===== config.mk =====
export PLATFORM = sky130hd
export DESIGN_NAME = crc32_frame_check
export DESIGN_NICKNAME = d
export VERILOG_FILES = /design/src/rtl/crc32_frame_check.sv
export SDC_FILE = /design/constraint.sdc
export NUM_CORES = 1
export LEC_CHECK = 0
export BUFFER_PORTS_ARGS = -buffer_cell sky130_fd_sc_hd__buf_2
export CORE_ASPECT_RATIO = 1.75
export CORE_UTILIZATION = 30
export CTS_BUF_LIST = sky130_fd_sc_hd__clkbuf_16
export DETAILED_ROUTE_END_ITERATION = 16
export RECOVER_POWER = 100
export SKIP_CTS_REPAIR_TIMING = 1
export SLEW_MARGIN = 20
export SYNTH_ARGS = -nofsm -noshare
export SYNTH_HDL_FRONTEND = slang
export SYNTH_SLANG_ARGS = --single-unit

===== constraint.sdc =====
create_clock -name clk -period 3.5 [get_ports clk]
set_clock_uncertainty 0.2 [all_clocks]
set_input_delay 0 -clock clk [delete_from_list [all_inputs] [get_ports clk]]
set_output_delay 0 -clock clk [all_outputs]
set_load 0.05 [all_outputs]

===== src/rtl/crc32_frame_check.sv =====
// ----------------------------------------------------------------------------
// crc32_frame_check
//
// Receive-side CRC-32 checker for 32-bit word streams. A frame is a run of
// payload words terminated by one trailer word (s_last=1) that carries the
// CRC-32 appended by the transmit-side generator. The checker recomputes the
// CRC over the payload and emits one result record per frame over a
// valid/ready handshake.
//
// CRC: polynomial 0x04C11DB7, 32 data bits per step (s_data[i] is data bit i),
// init 0xFFFFFFFF, no reflection, no final XOR. Next state = M*(lfsr ^ data).
//
// Optional build macro: CRC32_FRAME_CHECK_STATS_EN adds saturating good/bad
// frame counters (stat_ok, stat_err) with a clear input (stat_clr).
//
// Parameters:
//   CNT_W      width of the payload word counter and m_len
//   MAX_WORDS  largest legal payload length in words (must be < 2^CNT_W)
//
// Ports:
//   clk        clock
//   rst        synchronous active-high reset
//   s_valid    input word valid
//   s_ready    checker can accept a word (registered)
//   s_data     payload word, or CRC trailer when s_last=1
//   s_last     current word is the CRC trailer
//   m_valid    result valid
//   m_ready    result consumer ready
//   m_ok       CRC matched and frame not overlength
//   m_len      payload word count (trailer excluded)
//   m_overlen  payload exceeded MAX_WORDS
//   busy       frame in progress
//   stat_clr   (stats build) clear both counters
//   stat_ok    (stats build) count of good frames, saturating
//   stat_err   (stats build) count of bad frames, saturating
// ----------------------------------------------------------------------------
module crc32_frame_check #(
    parameter int unsigned CNT_W     = 16,
    parameter int unsigned MAX_WORDS = 1024
) (
    input  logic             clk,
    input  logic             rst,
    input  logic             s_valid,
    output logic             s_ready,
    input  logic [31:0]      s_data,
    input  logic             s_last,
    output logic             m_valid,
    input  logic             m_ready,
    output logic             m_ok,
    output logic [CNT_W-1:0] m_len,
    output logic             m_overlen,
`ifdef CRC32_FRAME_CHECK_STATS_EN
    input  logic             stat_clr,
    output logic [31:0]      stat_ok,
    output logic [31:0]      stat_err,
`endif
    output logic             busy
);

    localparam logic [31:0]      POLY     = 32'h04C11DB7;
    localparam logic [31:0]      CRC_INIT = 32'hFFFFFFFF;
    localparam logic [CNT_W-1:0] CNT_MAX  = {CNT_W{1'b1}};
    localparam logic [CNT_W-1:0] MAX_CNT  = CNT_W'(MAX_WORDS);

    typedef enum logic [1:0] {
        StIdle,
        StAcc,
        StResult
    } state_e;

    // One 32-bit step: fold the word into the register, then clock the LFSR
    // 32 times. Equivalent to feeding data MSB-first through a serial LFSR.
    function automatic logic [31:0] crc_step(input logic [31:0] crc, input logic [31:0] data);
        logic [31:0] x;
        x = crc ^ data;
        for (int i = 0; i < 32; i++) begin
            x = x[31] ? ((x << 1) ^ POLY) : (x << 1);
        end
        return x;
    endfunction

    state_e             state_q, state_d;
    logic [31:0]        lfsr_q, lfsr_d;
    logic [CNT_W-1:0]   cnt_q, cnt_d;
    logic               overlen_q, overlen_d;
    logic               s_ready_q, s_ready_d;
    logic               m_valid_q, m_valid_d;
    logic               m_ok_q, m_ok_d;
    logic [CNT_W-1:0]   m_len_q, m_len_d;
    logic               m_overlen_q, m_overlen_d;

    logic               accept;
    logic               handshake;
    logic [31:0]        crc_next;

    assign accept    = s_valid & s_ready_q;
    assign handshake = (state_q == StResult) & m_valid_q & m_ready;
    assign crc_next  = crc_step(lfsr_q, s_data);

    always_comb begin
        state_d     = state_q;
        lfsr_d      = lfsr_q;
        cnt_d       = cnt_q;
        overlen_d   = overlen_q;
        s_ready_d   = s_ready_q;
        m_valid_d   = m_valid_q;
        m_ok_d      = m_ok_q;
        m_len_d     = m_len_q;
        m_overlen_d = m_overlen_q;

        unique case (state_q)
            StIdle: begin
                // Also raises s_ready in the first cycle out of reset.
                s_ready_d = 1'b1;
                if (accept && !s_last) begin
                    lfsr_d  = crc_next;
                    cnt_d   = {{(CNT_W-1){1'b0}}, 1'b1};
                    state_d = StAcc;
                end
            end
            StAcc: begin
                if (accept && !s_last) begin
                    lfsr_d = crc_next;
                    if (cnt_q != CNT_MAX) begin
                        cnt_d = cnt_q + 1'b1;
                    end
                    // This word is the (MAX_WORDS+1)th payload word.
                    if (cnt_q == MAX_CNT) begin
                        overlen_d = 1'b1;
                    end
                end
            end
            StResult: begin
                s_ready_d = 1'b0;
                if (handshake) begin
                    m_valid_d = 1'b0;
                    s_ready_d = 1'b1;
                    state_d   = StIdle;
                end
            end
            default: begin
                state_d   = StIdle;
                s_ready_d = 1'b0;
            end
        endcase

        // Trailer: accept can only be true in IDLE or ACC since s_ready is low in RESULT.
        // The trailer itself never adds to the length, so overlen_q is already final.
        if (accept && s_last) begin
            m_ok_d      = (s_data == lfsr_q) & ~overlen_q;
            m_len_d     = cnt_q;
            m_overlen_d = overlen_q;
            m_valid_d   = 1'b1;
            lfsr_d      = CRC_INIT;
            cnt_d       = '0;
            overlen_d   = 1'b0;
            s_ready_d   = 1'b0;
            state_d     = StResult;
        end
    end

    always_ff @(posedge clk) begin
        if (rst) begin
            state_q     <= StIdle;
            lfsr_q      <= CRC_INIT;
            cnt_q       <= '0;
            overlen_q   <= 1'b0;
            s_ready_q   <= 1'b0;
            m_valid_q   <= 1'b0;
            m_ok_q      <= 1'b0;
            m_len_q     <= '0;
            m_overlen_q <= 1'b0;
        end else begin
            state_q     <= state_d;
            lfsr_q      <= lfsr_d;
            cnt_q       <= cnt_d;
            overlen_q   <= overlen_d;
            s_ready_q   <= s_ready_d;
            m_valid_q   <= m_valid_d;
            m_ok_q      <= m_ok_d;
            m_len_q     <= m_len_d;
            m_overlen_q <= m_overlen_d;
        end
    end

    assign s_ready   = s_ready_q;
    assign m_valid   = m_valid_q;
    assign m_ok      = m_ok_q;
    assign m_len     = m_len_q;
    assign m_overlen = m_overlen_q;
    assign busy      = (state_q == StAcc);

`ifdef CRC32_FRAME_CHECK_STATS_EN
    logic [31:0] stat_ok_q, stat_ok_d;
    logic [31:0] stat_err_q, stat_err_d;

    always_comb begin
        stat_ok_d  = stat_ok_q;
        stat_err_d = stat_err_q;
        if (stat_clr) begin
            // Clear takes priority over a coincident handshake.
            stat_ok_d  = '0;
            stat_err_d = '0;
        end else if (handshake) begin
            if (m_ok_q) begin
                if (stat_ok_q != 32'hFFFFFFFF) begin
                    stat_ok_d = stat_ok_q + 32'd1;
                end
            end else begin
                if (stat_err_q != 32'hFFFFFFFF) begin
                    stat_err_d = stat_err_q + 32'd1;
                end
            end
        end
    end

    always_ff @(posedge clk) begin
        if (rst) begin
            stat_ok_q  <= '0;
            stat_err_q <= '0;
        end else begin
            stat_ok_q  <= stat_ok_d;
            stat_err_q <= stat_err_d;
        end
    end

    assign stat_ok  = stat_ok_q;
    assign stat_err = stat_err_q;
`endif

endmodule

# After elaboration in Yosys (flattened, before gate mapping)
# Cells that the tools add are included.
# W data, S select, Z words.
dict set report op_classes {
  mux 45
  n_addsub 1
  eq_ne 12
  n_reduce_logical 15
  bitwise 39
}
# cell n
set ops {}
lappend ops {{$mux W27} 32}
lappend ops {{$not A14 Y14} 32}
lappend ops {{$mux W16} 3}
lappend ops {{$eq A32 B32 Y1} 1}
lappend ops {{$pmux W16 S2} 1}
lappend ops {{$xor A32 B32 Y32} 1}
lappend ops {{$add A16 B1 Y16 const B} 1}
lappend ops {{$eq A16 B11 Y1 const B} 1}
lappend ops {{$ne A16 B16 Y1 const B} 1}
lappend ops {{$reduce_and A3 Y1} 3}
lappend ops {{$mux W2} 3}
lappend ops {{$ne A2 B1 Y1 const B} 3}
lappend ops {{$pmux W2 S3} 1}
lappend ops {{$reduce_bool A2 Y1} 3}
lappend ops {{$and A1 B1 Y1} 4}
lappend ops {{$mux W1} 4}
lappend ops {{$ne A2 B2 Y1 const B} 2}
lappend ops {{$reduce_and A2 Y1} 2}
lappend ops {{$reduce_and A4 Y1} 1}
lappend ops {{$reduce_or A2 Y1} 2}
lappend ops {{$ne A3 B2 Y1 const B} 1}
lappend ops {{$ne A3 B3 Y1 const B} 1}
lappend ops {{$pmux W1 S3} 1}
lappend ops {{$eq A2 B1 Y1 const B} 1}
lappend ops {{other kinds (5)} 7}
dict set report word_totals {
  reg_bits 71
  in_bits 37
}

# Logic depth before layout (Yosys ltp)
# Gate-level depths: netlist of the first run.
dict set report depth {
  ltp_word 65
  ltp_mapped 11
}

# Worst setup path before layout of the first run
# No wires, ideal clock.
dict set report synth_path {
  path_kind {reg2reg}
  from {register lfsr_q[27]}
  to {register lfsr_q[13]}
  n_path_buf 0
  t_arrival_ps 3364
  stages_incl_launch_ff 10
  setup_ps 141
  period_less_slack_ps 3706
  path_slack_ps -206
  cell_sequence {dfxtp_1 -> xor2_4 -> xnor3_1 -> xnor2_1 -> xnor2_1 -> xor3_1 -> xor2_1 -> xnor3_1 -> xnor3_1 -> o211ai_1}
}
dict set report synth_between {
  elab_chain_cells 34
  word_cells_on_any_way 54
}
# item line
set synth_lines {}
lappend synth_lines {{start: declaration} 83} ;# logic [31:0] lfsr_q, lfsr_d;
lappend synth_lines {{start signal: assignment} 175} ;# lfsr_q <= lfsr_d;
lappend synth_lines {{$xor A32 B32 Y32 *} 75} ;# x = crc ^ data;
lappend synth_lines {{$mux W27 *} 77} ;# x = x[31] ? ((x << 1) ^ POLY) : (x << 1);
lappend synth_lines {{$mux W27 (5 in series)} 77}
lappend synth_lines {{$not A14 Y14 (no line)} n/a}
lappend synth_lines {{$mux W27} 77}
lappend synth_lines {{$not A14 Y14 (no line)} n/a}
lappend synth_lines {{$mux W27 (3 in series)} 77}
lappend synth_lines {{$not A14 Y14 (no line)} n/a}
lappend synth_lines {{[... 10 more ...]} n/a}
lappend synth_lines {{$not A14 Y14 (no line)} n/a}
lappend synth_lines {{$mux W27 (2 in series)} 77}
lappend synth_lines {{$not A14 Y14 (no line)} n/a}
lappend synth_lines {{$mux W27} 77}
lappend synth_lines {{$not A14 Y14 (no line)} n/a}
lappend synth_lines {{$mux W27} 77}
lappend synth_lines {{$not A14 Y14 (no line)} n/a}
lappend synth_lines {{$mux W27 * (2 in series)} 77}
# Every way passes the cells marked *; elsewhere a longest branch is shown, timed or not.
# A chain may end at the register's enable or synchronous reset.

# Worst setup path after layout of the first run
dict set report layout_path {
  from {register lfsr_q[14]}
  to {register lfsr_q[28]}
}
dict set report layout_between {
  elab_chain_cells 27
  word_cells_on_any_way 28
}
# item line
set layout_lines {}
lappend layout_lines {{$xor A32 B32 Y32 *} 75}
lappend layout_lines {{$mux W27 *} 77}
lappend layout_lines {{$not A14 Y14 (no line)} n/a}
lappend layout_lines {{$mux W27 * (6 in series)} 77}
lappend layout_lines {{$not A14 Y14 (no line)} n/a}
lappend layout_lines {{$mux W27 *} 77}
lappend layout_lines {{$not A14 Y14 (no line)} n/a}
lappend layout_lines {{$mux W27 * (3 in series)} 77}
lappend layout_lines {{$not A14 Y14 (no line)} n/a}
lappend layout_lines {{$mux W27 * (2 in series)} 77}
lappend layout_lines {{$mux W27 (2 in series)} 77}
lappend layout_lines {{$not A14 Y14 (no line)} n/a}
lappend layout_lines {{$mux W27 (4 in series)} 77}
lappend layout_lines {{$not A14 Y14 (no line)} n/a}
lappend layout_lines {{$mux W27 *} 77}
# Marks and branches as above.

==> results of run 1 <==
## routing by layer
layer | share of wire [%] | routed length [µm]
met1 | 34 | 7420
met2 | 51 | 11100
met3 | 3.7 | 811
met4 | 11 | 2340
met5 | 0 | 0
## placed cells by master, fill, tap and decap left out, types with 3 or more instances in the layout
cell           instances
xnor2_2               32
buf_2                 35
dfxtp_4                3
o211ai_1              19
clkbuf_1              26
nor4_1                 7
a21oi_1               28
clkbuf_16              9
mux2i_1                3
inv_1                  5
dlygate4sd3_1          4
buf_12                 6
xor2_2                 8
nand2b_1               3
ha_1                   4
nand3_1                9
o21ai_0                5
xor2_4                 9
nand4_1               14
xnor2_4               18
xor3_2                 5
xnor3_2               17
xnor2_1              110
or3_1                  5
buf_6                 20
and3_1                 7
buf_4                162
dfxtp_2                3
xnor3_1               26
nor2b_1                4
nor3_1                18
nand2_1               69
nor2_1                32
dfxtp_1               65
xor2_1                49
## path summary, 6_finish.rpt
path	cells after the start	to	slack, ns
worst max-delay path	12	lfsr_q[28]	-0.20
worst min-delay path	5	lfsr_q[26]	0.01
worst min register to register	2	m_len[4]	0.25
worst max register to register	12	lfsr_q[28]	-0.20
## logic make-up after synthesis
family	Yosys count	share of synthesized area [%]
AO/OA/AOI/OAI	55	5.49
XOR/XNOR	276	55.2
adder cells (fa/ha/maj)	4	0.825
buffers and inverters	26	1.63
flip-flops	71	23.4
multiplexers	3	0.495
AND/OR/NAND/NOR	171	13.0
## state kept, by name, indices dropped and copies added, names as in the netlist
name / flops
cnt_q: 16
overlen_q: 1
m_valid: 1
lfsr_q: 32
m_len: 16
m_ok: 1
s_ready: 1
m_overlen: 1
state_q: 2
## metrics by stage
step           setup slack (ns)  instances  area, µm²
2_1_floorplan           -0.0466        606       6110
3_3_place_gp             -0.211       1029       7730
3_5_place_dp             -0.236       1029       7730
4_1_cts                  -0.262       1045       8040
5_1_grt                  -0.375       1099       9090
6_report                 -0.201       1099       9090
## synthesized netlist by cell type
| cell | number | share of area [%] |
|---|---|---|
| xnor2_1 | 147 | 21 |
| dfxtp_1 | 71 | 23 |
| nand2_1 | 69 | 4.3 |
| xor2_1 | 60 | 8.7 |
| xnor3_1 | 37 | 14 |
| nor2_1 | 32 | 2.0 |
| a21oi_1 | 28 | 2.3 |
| o211ai_1 | 19 | 2.4 |
| clkbuf_1 | 18 | 1.1 |
| nor3_1 | 18 | 1.5 |
| nand4_1 | 14 | 1.4 |
| nand3_1 | 9 | 0.74 |
| xnor2_2 | 8 | 2.1 |
| and3_1 | 7 | 0.72 |
| nor4_1 | 7 | 0.72 |
| xnor3_2 | 6 | 2.4 |
| inv_1 | 5 | 0.31 |
| o21ai_0 | 5 | 0.41 |
| or3_1 | 5 | 0.52 |
| xnor2_4 | 5 | 2.3 |
| xor3_1 | 5 | 2.0 |
| ha_1 | 4 | 0.83 |
| nand2b_1 | 4 | 0.41 |
| nor2b_1 | 4 | 0.41 |
| xor2_2 | 4 | 1.1 |
| mux2i_1 | 3 | 0.50 |
| buf_1 | 2 | 0.12 |
| xor2_4 | 2 | 0.91 |
| xor3_2 | 2 | 0.83 |
| a211oi_1 | 1 | 0.12 |
| a22o_1 | 1 | 0.14 |
| buf_2 | 1 | 0.082 |
| nor4b_1 | 1 | 0.14 |
| o22a_1 | 1 | 0.14 |
| or2_2 | 1 | 0.10 |
## critical path, cell delays in order, from the launching register on
cell and delay, ns:
dfxtp_1 0.32, xnor2_1 0.52, xnor2_1 0.27, xnor2_2 0.31, buf_12 0.16, xnor3_1 0.31
xor3_2 0.44, buf_4 0.17, buf_4 0.14, xnor2_2 0.15, xnor2_1 0.25, xor2_2 0.22
o211ai_1 0.11
## final cells by class
type,count,area (µm²)
clock buffer,9,225
fill,1852,10600
multi-input combinational,509,5150
inverter,5,18.8
tap,245,307
clock inverter,7,78.8
timing repair buffer,253,1870
sequential,71,1440
==> run_results.csv, run 1 <==
group,metric,value,unit
placement,gp_congestion,0.959,
critical_path,required,3.50,ns
layout,drive_above_1_share,39.3,%
cts,cts_root_buffer,"clkbuf_16",
route,via_count,5271,
worst_hold_path,hold_path_startpoint,"s_last",
cts,clkTransAtPathRegs,0.06,ns
cts,ctsHtreeMaxLevel,3,
floorplan,fp.coreArea,0.0197,mm²
layout,diodes,0,
grt,overflow,0,
cts,cts_tree,"done",
grt,grt-busiest-layer,"met2",
grt,grt_pass1_wl,28900,µm
synthesis,yosysWarnings,0,
grt,grt_max_degree,49,
route,first_iter_violations,296,
route,via_per_inst,4.80,
route,drt-total-wl,21700,µm
layout,nets,890,
synthesis,syn_inst,606,
critical_path,worstSetupPathType,"flip-flop to flip-flop",
sta,slew_viol_final,0,
route,ant_nets,0,
sta,slew_headroom,31.4,%
placement,portBuffers,57,
grt,track_usage,19.5,%
route,firstDrtPassIters,4,
job,max_cap_viol_count,0,
sta,finalHoldViolCount,0,
cts,clock_latency,0.34,ns
sta,holdWs,0.0119,ns
sta,fmax,270,MHz
critical_path,crit_path_end_kind,"flip-flop",
grt,use_met3,2.84,%
synthesis,ys_seq_area_share,23.4,%
grt,use_met2,36.7,%
cts,cts_buffers,9,
floorplan,dieArea,0.0208,mm²
synthesis,syn_avg_cell_area,10.0,µm²
floorplan,initial_core_util,30.7,%
synthesis,syn-num-nets,647,
worst_hold_path,hold_class,"input pin to flip-flop",
cts,numClockSinks,71,
sta,rsz0062_at_grt,"yes",
sta,min_period,3.70,ns
synthesis,synthesis.area,0.00606,mm²
sta,setup_ws,-0.201,ns
synthesis,synth-seq-cells,71,
critical_path,cp-start-kind,"flip-flop",
critical_path,critPathLaunch,"lfsr_q[14]",
floorplan,die_y,190,µm
floorplan,chipWidth,109,µm
grt,antenna_found_initial,0,
outcome,violations,"setup timing",
layout,fin_util,46.1,%
floorplan,pin_count,58,
route,wl_per_cell,19.7,µm
critical_path,worstPathArrival,3.70,ns
outcome,outcome,"complete, but fails checks",
grt,grt_pass1_vias,5015,
sta,tightest_slew,1.03,ns
route,drc,0,
synthesis,synth.distinct_cells,35,
sta,finalSetupViolCount,29,
placement,hpwlAfterDp,16200,µm
critical_path,worst_r2r_startpoint,"lfsr_q[14]",
sta,fin_tns_setup,-2.77,ns
sta,min_period_over_period,106,%
layout,area_growth,50.0,%
critical_path,critPathMaxFanout,4,
grt,groute.layer.met1.usage,18.5,%
cts,clk_path_buf_depth,2,
floorplan,rows,68,
Power of run 1 is not shown: default switching activity piles up to over one toggle a cycle in this logic, so the estimate is an artifact.
==> run 2, diff against run 1 <==
--- a/config.mk
+++ b/config.mk
@@ -11,8 +11,8 @@
 export CTS_BUF_LIST = sky130_fd_sc_hd__clkbuf_16
 export DETAILED_ROUTE_END_ITERATION = 16
 export RECOVER_POWER = 100
+export REMOVE_ABC_BUFFERS = 1
 export SKIP_CTS_REPAIR_TIMING = 1
-export SLEW_MARGIN = 20
 export SYNTH_ARGS = -nofsm -noshare
 export SYNTH_HDL_FRONTEND = slang
 export SYNTH_SLANG_ARGS = --single-unit
==> run 2 against run 1 <==
Effect of this change:
- the flow now finishes without violations
- fmax is 7.3% higher
- register-to-register slack better by 0.25 ns
- first-iteration DRC count is 38% lower
- routed wire length is 8.0% lower
- setup slack better by 0.25 ns
- cell count is 4.5% lower
==> run_results.csv, run 2 (synthesis gave the netlist of run 1 again) <==
group,metric,value,unit
outcome,outcome,"complete, no violations",
layout,fillCellCount,1972,
placement,gp_congestion,0.956,
grt,grt_pass1_wl,29000,µm
layout,diodes,0,
cts,cts_root_buffer,"clkbuf_16",
worst_hold_path,hold_class,"input pin to flip-flop",
sta,rsz0062_at_grt,"yes",
route,ant_nets,0,
critical_path,rr_worst_depth,10,
worst_hold_path,hold_path_startpoint,"s_data[4]",
route,drc,0,
sta,finalHoldViolCount,0,
sta,fmax,290,MHz
route,first_iter_violations,183,
cts,cts_tree,"done",
layout,area_growth,37.4,%
critical_path,required,3.53,ns
floorplan,rows,68,
cts,numClockSinks,71,
sta,slew_headroom,35.2,%
critical_path,crit_path_end_kind,"flip-flop",
floorplan,fp.coreArea,0.0197,mm²
route,via_per_inst,4.67,
critical_path,critPathMaxFanout,5,
floorplan,die_y,190,µm
grt,antenna_found_initial,0,
layout,final_common_cell,"buf_4",
layout,final_cell_mix,"132 x buf_4, 129 x xnor2_1, 69 x nand2_1",
critical_path,r2r_slack,0.05,ns
route,via_count,4907,
grt,track_usage,19.8,%
sta,tightest_slew,0.972,ns
floorplan,initial_core_util,30.7,%
cts,ctsHtreeMaxLevel,3,
cts,clk_path_buf_depth,2,
worst_hold_path,whs_path_depth,5,
layout,drive_above_1_share,32.9,%
placement,portBuffers,57,
sta,finalSetupViolCount,0,
critical_path,worstSetupPathType,"flip-flop to flip-flop",
job,max_cap_viol_count,0,
cts,cts_buffers,9,
critical_path,worstPathArrival,3.48,ns
grt,grt_pass1_vias,5061,
layout,largest_register,"lfsr_q",
route,drt-total-wl,20000,µm
placement,hpwlAfterDp,16100,µm
cts,clkTransAtPathRegs,0.07,ns
layout,nets,841,
critical_path,worstReg2RegEnd,"lfsr_q[9]",
critical_path,worst_r2r_startpoint,"lfsr_q[31]",
route,wl_per_cell,19.0,µm
sta,min_period,3.45,ns
layout,multi_input_area,0.00488,mm²
layout,fin_util,42.2,%
sta,min_period_over_period,98.5,%
floorplan,chipWidth,109,µm
floorplan,pin_count,58,
cts,clock_latency,0.36,ns
grt,grt_max_degree,49,
layout,largest_reg_flops,32,
worst_hold_path,hold_end,"m_ok",
grt,overflow,0,
route,firstDrtPassIters,4,
layout,regArea,0.00143,mm²
floorplan,dieArea,0.0208,mm²
sta,slew_viol_final,0,
critical_path,cp-start-kind,"flip-flop",
-- run 2: worst max path at each step --
stage | from | endpoint | cells after the start
after floorplan | lfsr_q[25] | lfsr_q[11] | 9
after global placement | lfsr_q[31] | lfsr_q[12] | 10
after detailed placement | lfsr_q[31] | lfsr_q[12] | 10
after CTS | lfsr_q[31] | lfsr_q[12] | 10
after global routing | lfsr_q[29] | lfsr_q[12] | 11
final | lfsr_q[31] | lfsr_q[9] | 10
-- run 2: final cells by class --
cell class	instances	share of cell area [%]
Tap cell	245	3.68
Clock inverter	7	0.871
Clock buffer	9	2.70
Timing Repair Buffer	204	16.8
Multi-Input combinational cell	509	58.5
Inverter	5	0.225
Sequential cell	71	17.2
-- run 2: per-layer routing --
metal  track usage, %  up-vias  part of all wire (%)
li1                 -     2412                     -
met1             17.4     2319                    32
met2             39.1      118                    58
met3             2.40       58                   2.5
met4             14.9        0                   7.3
met5                0        -                     0
-- run 2: worst max-delay path: stages, from the launching register on --
cell and delay, ns:
dfxtp_2 0.35, xnor2_4 0.22, buf_6 0.14, xnor3_2 0.37, xnor3_2 0.44, xnor3_1 0.28, xor3_2 0.33, xnor3_2 0.46
xnor2_4 0.17, nor4_1 0.24, nor3_1 0.09
-- run 2: through the flow --
step / setup WS [ns] / TNS [ns] / instance area (µm²) / std cells / hold WS [ns]
3_5_place_dp: -0.252 / -1.42 / 7530 / 1013 / 0.121
2_1_floorplan: -0.478 / -6.73 / 5980 / 585 / -0.131
3_3_place_gp: -0.196 / -0.692 / 7530 / 1013 / 0.114
6_report: 0.0511 / 0 / 8330 / 1050 / 0.00757
4_1_cts: -0.290 / -2.26 / 7830 / 1029 / -0.241
5_1_grt: -0.0931 / -0.570 / 8330 / 1050 / 0.0219
Power of run 2 is left out for the same reason.
